--- config.mk ---
export PLATFORM = sky130hd
export DESIGN_NAME = sync_fifo_stream_reader
export DESIGN_NICKNAME = d
export VERILOG_FILES = /design/src/rtl/fifo_pkg.sv /design/src/rtl/sync_fifo_stream_reader_skid.sv /design/src/rtl/sync_fifo_stream_reader.sv
export SDC_FILE = /design/constraint.sdc
export NUM_CORES = 1
export LEC_CHECK = 0
export ABC_AREA = 1
export BUFFER_PORTS_ARGS = -buffer_cell sky130_fd_sc_hd__buf_2
export CORE_ASPECT_RATIO = 1.5
export CORE_UTILIZATION = 51
export CTS_BUF_LIST = sky130_fd_sc_hd__clkbuf_8 sky130_fd_sc_hd__clkbuf_16
export CTS_CLUSTER_DIAMETER = 50
export DETAILED_ROUTE_END_ITERATION = 12
export PLACE_DENSITY = 0.84
export SLEW_MARGIN = 20
export SYNTH_ARGS = -nofsm -noshare
export SYNTH_HDL_FRONTEND = slang
export SYNTH_SLANG_ARGS = --single-unit
--- constraint.sdc ---
create_clock -name clk -period 2.8 [get_ports clk]
set_input_delay 0.7 -clock clk [delete_from_list [all_inputs] [get_ports clk]]
set_output_delay 0.7 -clock clk [all_outputs]
set_load 0.005 [all_outputs]
--- src/rtl/fifo_pkg.sv ---
// Shared constants and state encoding for the 8x8 FIFO read-side logic.
package fifo_pkg;
    localparam int FIFO_DATA_WIDTH = 8;
    localparam int FIFO_DEPTH      = 8;

    typedef enum logic [1:0] {
        RD_IDLE,
        RD_WAIT,
        RD_DRAIN,
        RD_FLUSH
    } rd_state_t;
endpackage

--- src/rtl/sync_fifo_stream_reader_skid.sv ---
// Two-entry in-order output buffer absorbing the FIFO read latency.
module stream_skid_buf #(
    parameter int DATA_WIDTH = 8
) (
    input  logic                  clk,
    input  logic                  rst,
    input  logic                  push,
    input  logic [DATA_WIDTH-1:0] push_data,
    input  logic                  pop,
    input  logic                  clear,
    output logic [1:0]            cnt,
    output logic [DATA_WIDTH-1:0] head_data,
    output logic                  valid
);
    logic [DATA_WIDTH-1:0] tail_q;
    logic [DATA_WIDTH-1:0] head_n;
    logic [DATA_WIDTH-1:0] tail_n;
    logic [1:0]            cnt_n;

    always_comb begin
        head_n = head_data;
        tail_n = tail_q;
        cnt_n  = cnt;
        if (clear) begin
            cnt_n = 2'd0;
        end else begin
            case ({push, pop})
                2'b11: begin
                    if (cnt == 2'd2) begin
                        head_n = tail_q;
                        tail_n = push_data;
                    end else begin
                        head_n = push_data;
                    end
                end
                2'b01: begin
                    head_n = tail_q;
                    cnt_n  = cnt - 2'd1;
                end
                2'b10: begin
                    if (cnt == 2'd0) head_n = push_data;
                    else             tail_n = push_data;
                    cnt_n = cnt + 2'd1;
                end
                default: ;
            endcase
        end
    end

    always_ff @(posedge clk or negedge rst) begin
        if (!rst) begin
            head_data <= '0;
            tail_q    <= '0;
            cnt       <= 2'd0;
            valid     <= 1'b0;
        end else begin
            head_data <= head_n;
            tail_q    <= tail_n;
            cnt       <= cnt_n;
            valid     <= (cnt_n != 2'd0);
        end
    end
endmodule

--- src/rtl/sync_fifo_stream_reader.sv ---
// Read-side controller: drains the 8x8 FIFO onto a valid/ready stream with
// almost-empty batching and a flush command.
//   state    | meaning
//   RD_IDLE  | FIFO empty, nothing buffered
//   RD_WAIT  | one word waiting, timer running before draining
//   RD_DRAIN | reading FIFO into the skid buffer, streaming out
//   RD_FLUSH | reading and discarding until FIFO empty
module sync_fifo_stream_reader
    import fifo_pkg::*;
#(
    parameter int DATA_WIDTH = FIFO_DATA_WIDTH,
    parameter int TIMEOUT    = 4
) (
    input  logic                  clk,
    input  logic                  rst,
    input  logic                  fifo_empty,
    input  logic                  fifo_almost_empty,
    input  logic [DATA_WIDTH-1:0] fifo_r_data,
    output logic                  fifo_re,
    output logic                  m_valid,
    output logic [DATA_WIDTH-1:0] m_data,
    input  logic                  m_ready,
    input  logic                  flush,
    output logic                  busy,
    output logic [15:0]           words_sent
);
    localparam logic [7:0] TMO_LAST = 8'(TIMEOUT - 1);

    rd_state_t  state;
    rd_state_t  state_nxt;
    logic [7:0] timer;
    logic       inflight;
    logic [1:0] cnt;
    logic [2:0] occ;
    logic       pop;
    logic       push;
    logic       clear;

    assign pop = m_valid & m_ready;
    assign occ = {1'b0, cnt} + {2'b00, inflight} - {2'b00, pop};

    always_ff @(posedge clk or negedge rst) begin
        if (!rst) begin
            state      <= RD_IDLE;
            timer      <= 8'd0;
            inflight   <= 1'b0;
            busy       <= 1'b0;
            words_sent <= 16'd0;
        end else begin
            state      <= state_nxt;
            timer      <= (state == RD_WAIT) ? timer + 8'd1 : 8'd0;
            inflight   <= fifo_re;
            busy       <= (state_nxt != RD_IDLE);
            words_sent <= words_sent + {15'd0, pop};
        end
    end

    always_comb begin
        state_nxt = state;
        if (flush) begin
            state_nxt = RD_FLUSH;
        end else begin
            case (state)
                RD_IDLE:
                    if (!fifo_empty) state_nxt = fifo_almost_empty ? RD_WAIT : RD_DRAIN;
                RD_WAIT:
                    if (!fifo_almost_empty || timer == TMO_LAST) state_nxt = RD_DRAIN;
                RD_DRAIN:
                    // Leave on the edge that accepts the last buffered word.
                    if (fifo_empty && !inflight &&
                        (cnt == 2'd0 || (cnt == 2'd1 && pop))) state_nxt = RD_IDLE;
                RD_FLUSH:
                    if (fifo_empty && !inflight) state_nxt = RD_IDLE;
                default: state_nxt = RD_IDLE;
            endcase
        end
    end

    always_comb begin
        fifo_re = 1'b0;
        if (state == RD_DRAIN || state == RD_FLUSH)
            fifo_re = !fifo_empty && (occ < 3'd2);
        clear = flush || (state == RD_FLUSH);
        push  = inflight && !clear;
    end

    stream_skid_buf #(.DATA_WIDTH(DATA_WIDTH)) u_skid (
        .clk       (clk),
        .rst       (rst),
        .push      (push),
        .push_data (fifo_r_data),
        .pop       (pop),
        .clear     (clear),
        .cnt       (cnt),
        .head_data (m_data),
        .valid     (m_valid)
    );
endmodule

* Yosys cells after proc, flatten, opt, wreduce, memory -nomap -nowiden
Cells that the tools add are included.
Storage, ports and cells: flip-flop bits (word level) 47, input port bits 14, logic and storage cells 68
Cells by class: add/subtract/negate cells 6, $lt $le $gt $ge 1, eq/ne operators 12, mux-type cells 17, bitwise operators 2, reduce and logical (&&, ||, !) cells 21
Operator list (number):
- 8-bit two-way mux | 5
- 8-bit one-hot mux with 3 select lines | 1
- 16-bit by 1-bit adder with 16-bit output | 1
- 8-bit one-hot mux with 2 select lines | 1
- 2-bit two-way mux | 7
- 2-bit == test (second input constant) | 5
- 8-bit by 1-bit adder with 8-bit output (second input constant) | 1
- 8-bit by 2-bit == test with 1-bit output (second input constant) | 1
- 2-bit one-hot mux with 4 select lines | 1
- 2-bit by 1-bit == test with 1-bit output (second input constant) | 3
- 2-bit nonzero test | 3
- 1-bit logical AND | 5
- 1-bit zero test | 4
- 2-bit zero test | 2
- 1-bit logical OR | 4
- 2-bit != test (second input constant) | 2
- 2-bit one-hot mux with 2 select lines | 1
- 4-bit AND reduction | 1
- 2-bit by 1-bit adder with 3-bit output | 1
- 3-bit by 2-bit less-than comparator with 1-bit output (second input constant) | 1
- 3-bit AND reduction | 1
- 3-bit nonzero test | 1
- 3-bit by 1-bit subtractor with 3-bit output | 1
- 2-bit by 1-bit adder with 2-bit output (second input constant) | 1
- other kinds (5) | 5

* Logic depth before layout (Yosys ltp)
depth in word-level cells 8, mapped depth 12, depth with buffers taken out 11

* By module
A second synthesis with hierarchy kept.
Unflattened totals: cell total of the unflattened synthesis 307, area total of the unflattened synthesis 2504.9 µm²
Modules (own cells, without submodules):
- sync_fifo_stream_reader | times used 1, cells an instance 155, area an instance 1395.1 µm²
- stream_skid_buf | times used 1, cells an instance 152, area an instance 1109.8 µm²

* Worst setup path before layout
Ideal clock, no wire load.
kind input-to-output, start point in m_ready, end point out fifo_re, arrival time 2110 ps, required time 2100 ps, path slack -10 ps, stages on the path 7, cell sequence nand2_1 > inv_1 > ha_1 > or2_2 > fa_1 > nand3_1 > nor2_1
Between the ends: word-level cells in the longest chain between the ends 5
RTL lines:
- start: declaration | line sync_fifo_stream_reader.sv:22 | input logic m_ready,
- 1-bit AND | line sync_fifo_stream_reader.sv:39 | assign pop = m_valid & m_ready;
- 3-bit by 1-bit subtractor with 3-bit output | line sync_fifo_stream_reader.sv:40 | assign occ = {1'b0, cnt} + {2'b00, inflight} - {2'b00, pop};
- 3-bit by 2-bit less-than comparator with 1-bit output | line sync_fifo_stream_reader.sv:82 | fifo_re = !fifo_empty && (occ < 3'd2);
- 1-bit logical AND | line sync_fifo_stream_reader.sv:82
- 1-bit two-way mux | line sync_fifo_stream_reader.sv:81 | if (state == RD_DRAIN || state == RD_FLUSH)
- end: declaration | line sync_fifo_stream_reader.sv:19 | output logic fifo_re,
Every way passes these cells.

* Final worst setup path
Same ends and word-level chain as after synthesis.

==> flow_metrics.py <==
metrics = {
    "clock_tree": {
        "tritoncts": "yes",
        "cts_sinks": 47,
        "insertion_delay_ns": 0.30,
        "clk_pin_slew_ns": 0.09,
        "htree_levels": 2,
        "clk_path_buf_depth": 2,
        "clockRootBuffer": "clkbuf_8",
        "cts_buffers": 5,
    },
    "status": {
        "status": "complete, but fails checks",
        "failed_checks": "setup timing",
    },
    "global_routing": {
        "grt_pass1_wl_microns": 8700,
        "grt_pass1_vias": 2113,
        "grt_use_total": 0.214,
        "gr-total-overflow": 0,
        "antenna_found_initial": 0,
        "grt_max_degree": 48,
    },
    "sta": {
        "tns_ns": -0.0644,
        "whs_ns": 0.458,
        "period_share": 1.02,
        "clock_skew_ns": 0.00728,
        "worst_slew_pin_slew_ns": 0.836,
        "setup_viol_count_final": 1,
        "finalHoldViolations": 0,
        "maxSlewHeadroom": 0.442,
        "fmax_ghz": 0.349,
        "rsz0062_at_grt": "yes",
        "setup_ws_ns": -0.0644,
        "period_needed_ns": 2.86,
        "report.final.slew_viol_count": 0,
    },
    "synth": {
        "synth_area_per_cell_sq_um": 8.15,
        "async_reset_ff_frac": 1.00,
        "seq_area_frac_synth": 0.459,
        "synth_top_area_frac": 0.459,
        "ys_seq_elements": 47,
        "netlist-cell-type-count": 29,
        "synth_common_cells": "86 x nand2_1, 47 x dfrtp_1, 45 x inv_1",
        "synth_edf_count": 0,
        "yosysTopAreaCell": "dfrtp_1",
        "synthCells": 314,
        "synth_most_common_cell": "nand2_1",
        "ys_warn_count": 0,
        "synth.area.top_cells": "dfrtp_1 46%, nand2_1 13%, inv_1 6.6%",
        "synth_flop_cell": "dfrtp_1",
        "syn_nets": 340,
        "netlist_area_sq_um": 2560,
    },
    "worst_setup_path": {
        "cp_max_fo": 2,
        "cp-end-kind": "output pin",
        "reg2reg_depth": 8,
        "reg2reg_slack_ns": 0.67,
        "cp_top_family": "adder cells",
        "cp.arrival_ns": 2.16,
        "rr_startpoint": "state[1]",
        "path_buf_inv": 3,
        "crit_required_ns": 2.10,
        "crit_slowest_cell": "fa_2",
        "critical_path.max_stage_delay_ns": 0.53,
        "setup.worst_path.start_class": "input pin",
        "path_cells": "buf_6 > nand2_4 > inv_4 > ha_4 > or2_4 > fa_2 > nand3_2 > nor2_2 > buf_2",
        "worstReg2RegEnd": "u_skid.tail_q[3]",
        "crit_type": "in -> out",
    },
    "route": {
        "detail-route-antenna-nets": 0,
        "wirelength_microns": 5080,
        "first_pass_iters": 4,
        "wl_per_cell_microns": 11.9,
        "drtIter0Drc": 108,
        "dr_total_vias": 2162,
        "vias_per_cell": 5.05,
        "drc": 0,
    },
    "min_path": {
        "hold_path_end": "timer[0]",
        "hp-class": "reg -> reg",
        "hold_depth": 1,
        "hp-start": "timer[0]",
    },
    "floorplan": {
        "die_area_sq_um": 5310,
        "die_h_microns": 88.8,
        "start_util": 0.532,
        "dieWidth_microns": 59.8,
        "core_sq_um": 4810,
        "ios": 41,
        "num_rows": 31,
    },
    "final_layout": {
        "area_growth_pct": 16.7,
        "diodes": 0,
        "stdcell_count": 428,
        "nets": 387,
        "final_util": 0.621,
        "drive_gt1_frac": 0.229,
        "fin_area_sq_um": 2990,
    },
    "power_and_ir_drop": {
        "p_per_area_nw_per_um2": 535,
        "peakVddDrop_uv": 369,
        "netSwitchingFraction": 0.306,
        "power.share.clock": 0.274,
        "seqPwrFrac": 0.513,
        "combPwrFrac": 0.213,
        "cellLeakagePower_nw": 1.59,
        "p_switching_w": 0.000490,
        "intPower_w": 0.00111,
    },
    "placement": {
        "place.gp.congestion": 0.836,
        "portBuffers": 40,
        "dp_hpwl_microns": 3640,
        "placedInstanceArea_sq_um": 2840,
        "dp_cells": 419,
    },
    "job": {
        "drv_cap": 0,
    },
}
==> logic make-up after synthesis <==
logic type	share of synthesized area
simple gates	0.241
buf+inv	0.0821
xor+xnor	0.0411
fa+ha+maj	0.0616
compound gates	0.115
flops	0.459
==> placed cells by master, fill, tap and decap left out, types with 4 or more instances in the layout <==
| master | instances |
|---|---|
| buf_2 | 39 |
| clkbuf_8 | 6 |
| a21oi_1 | 15 |
| inv_2 | 4 |
| nand2_2 | 4 |
| dfrtp_1 | 47 |
| nand2_1 | 85 |
| ha_1 | 10 |
| inv_1 | 43 |
| xor2_1 | 6 |
| nand3_1 | 12 |
| o21ai_2 | 9 |
| o21ai_0 | 15 |
| xnor2_1 | 6 |
| nor2_1 | 22 |
| buf_4 | 4 |
| o22ai_1 | 8 |
| nor2_2 | 4 |
==> power groups by stage <==
| stage | Sequential [W] | Combinational (W) | Clock (W) |
|---|---|---|---|
| after global routing | 0.000832 | 0.000386 | 0.000472 |
| after CTS | 0.000820 | 0.000337 | 0.000455 |
| after detailed placement | 0.000829 | 0.000332 | 0 |
| after floorplan | 0.000832 | 0.000184 | 0 |
| final | 0.000820 | 0.000340 | 0.000438 |
| after global placement | 0.000830 | 0.000313 | 0 |
==> worst max-delay path by stage <==
stage	from	endpoint	slack [ns]	cells after the start
after floorplan	m_ready	fifo_re	0.02	7
after global placement	m_ready	fifo_re	-0.14	9
after detailed placement	m_ready	fifo_re	-0.19	9
after CTS	m_ready	fifo_re	-0.07	9
after global routing	m_ready	fifo_re	-0.1	9
final	m_ready	fifo_re	-0.06	9
==> sequential cells by signal (all words and copies together), names as in the netlist <==
signal,flops
words_sent,16
timer,8
u_skid.head_data,8
u_skid.tail_q,8
state,2
u_skid.cnt,2
busy,1
inflight,1
u_skid.valid,1
==> routing by layer <==
layer	track usage	part of all wire	up-vias
li1	-	-	1083
met1	0.239	0.42	1025
met2	0.391	0.54	48
met3	0.0395	0.027	6
met4	0.0846	0.018	0
met5	0	0	-
==> layout make-up <==
cell class / count / area (sq um)
Sequential cell: 47 / 1180
Inverter: 49 / 186
Tap cell: 66 / 82.6
Clock inverter: 2 / 16.3
Fill cell: 426 / 1820
Timing Repair Buffer: 44 / 236
Clock buffer: 6 / 82.6
Multi-Input combinational cell: 214 / 1210
==> what timing repair did <==
item	4_1_cts	5_1_grt
setup endpoints to repair	1	1
buffers inserted	0	1
pin swaps	5	4
gates resized for setup	7	3
hold buffers	0	0
==> metrics by stage <==
stage / total power, W / setup slack, ns
floorplan: 0.00102 / 0.0177
global placement: 0.00114 / -0.144
detailed placement: 0.00116 / -0.190
CTS: 0.00161 / -0.0689
global route: 0.00169 / -0.0989
finish: 0.00160 / -0.0644
Power figures use the tool's default switching activity.
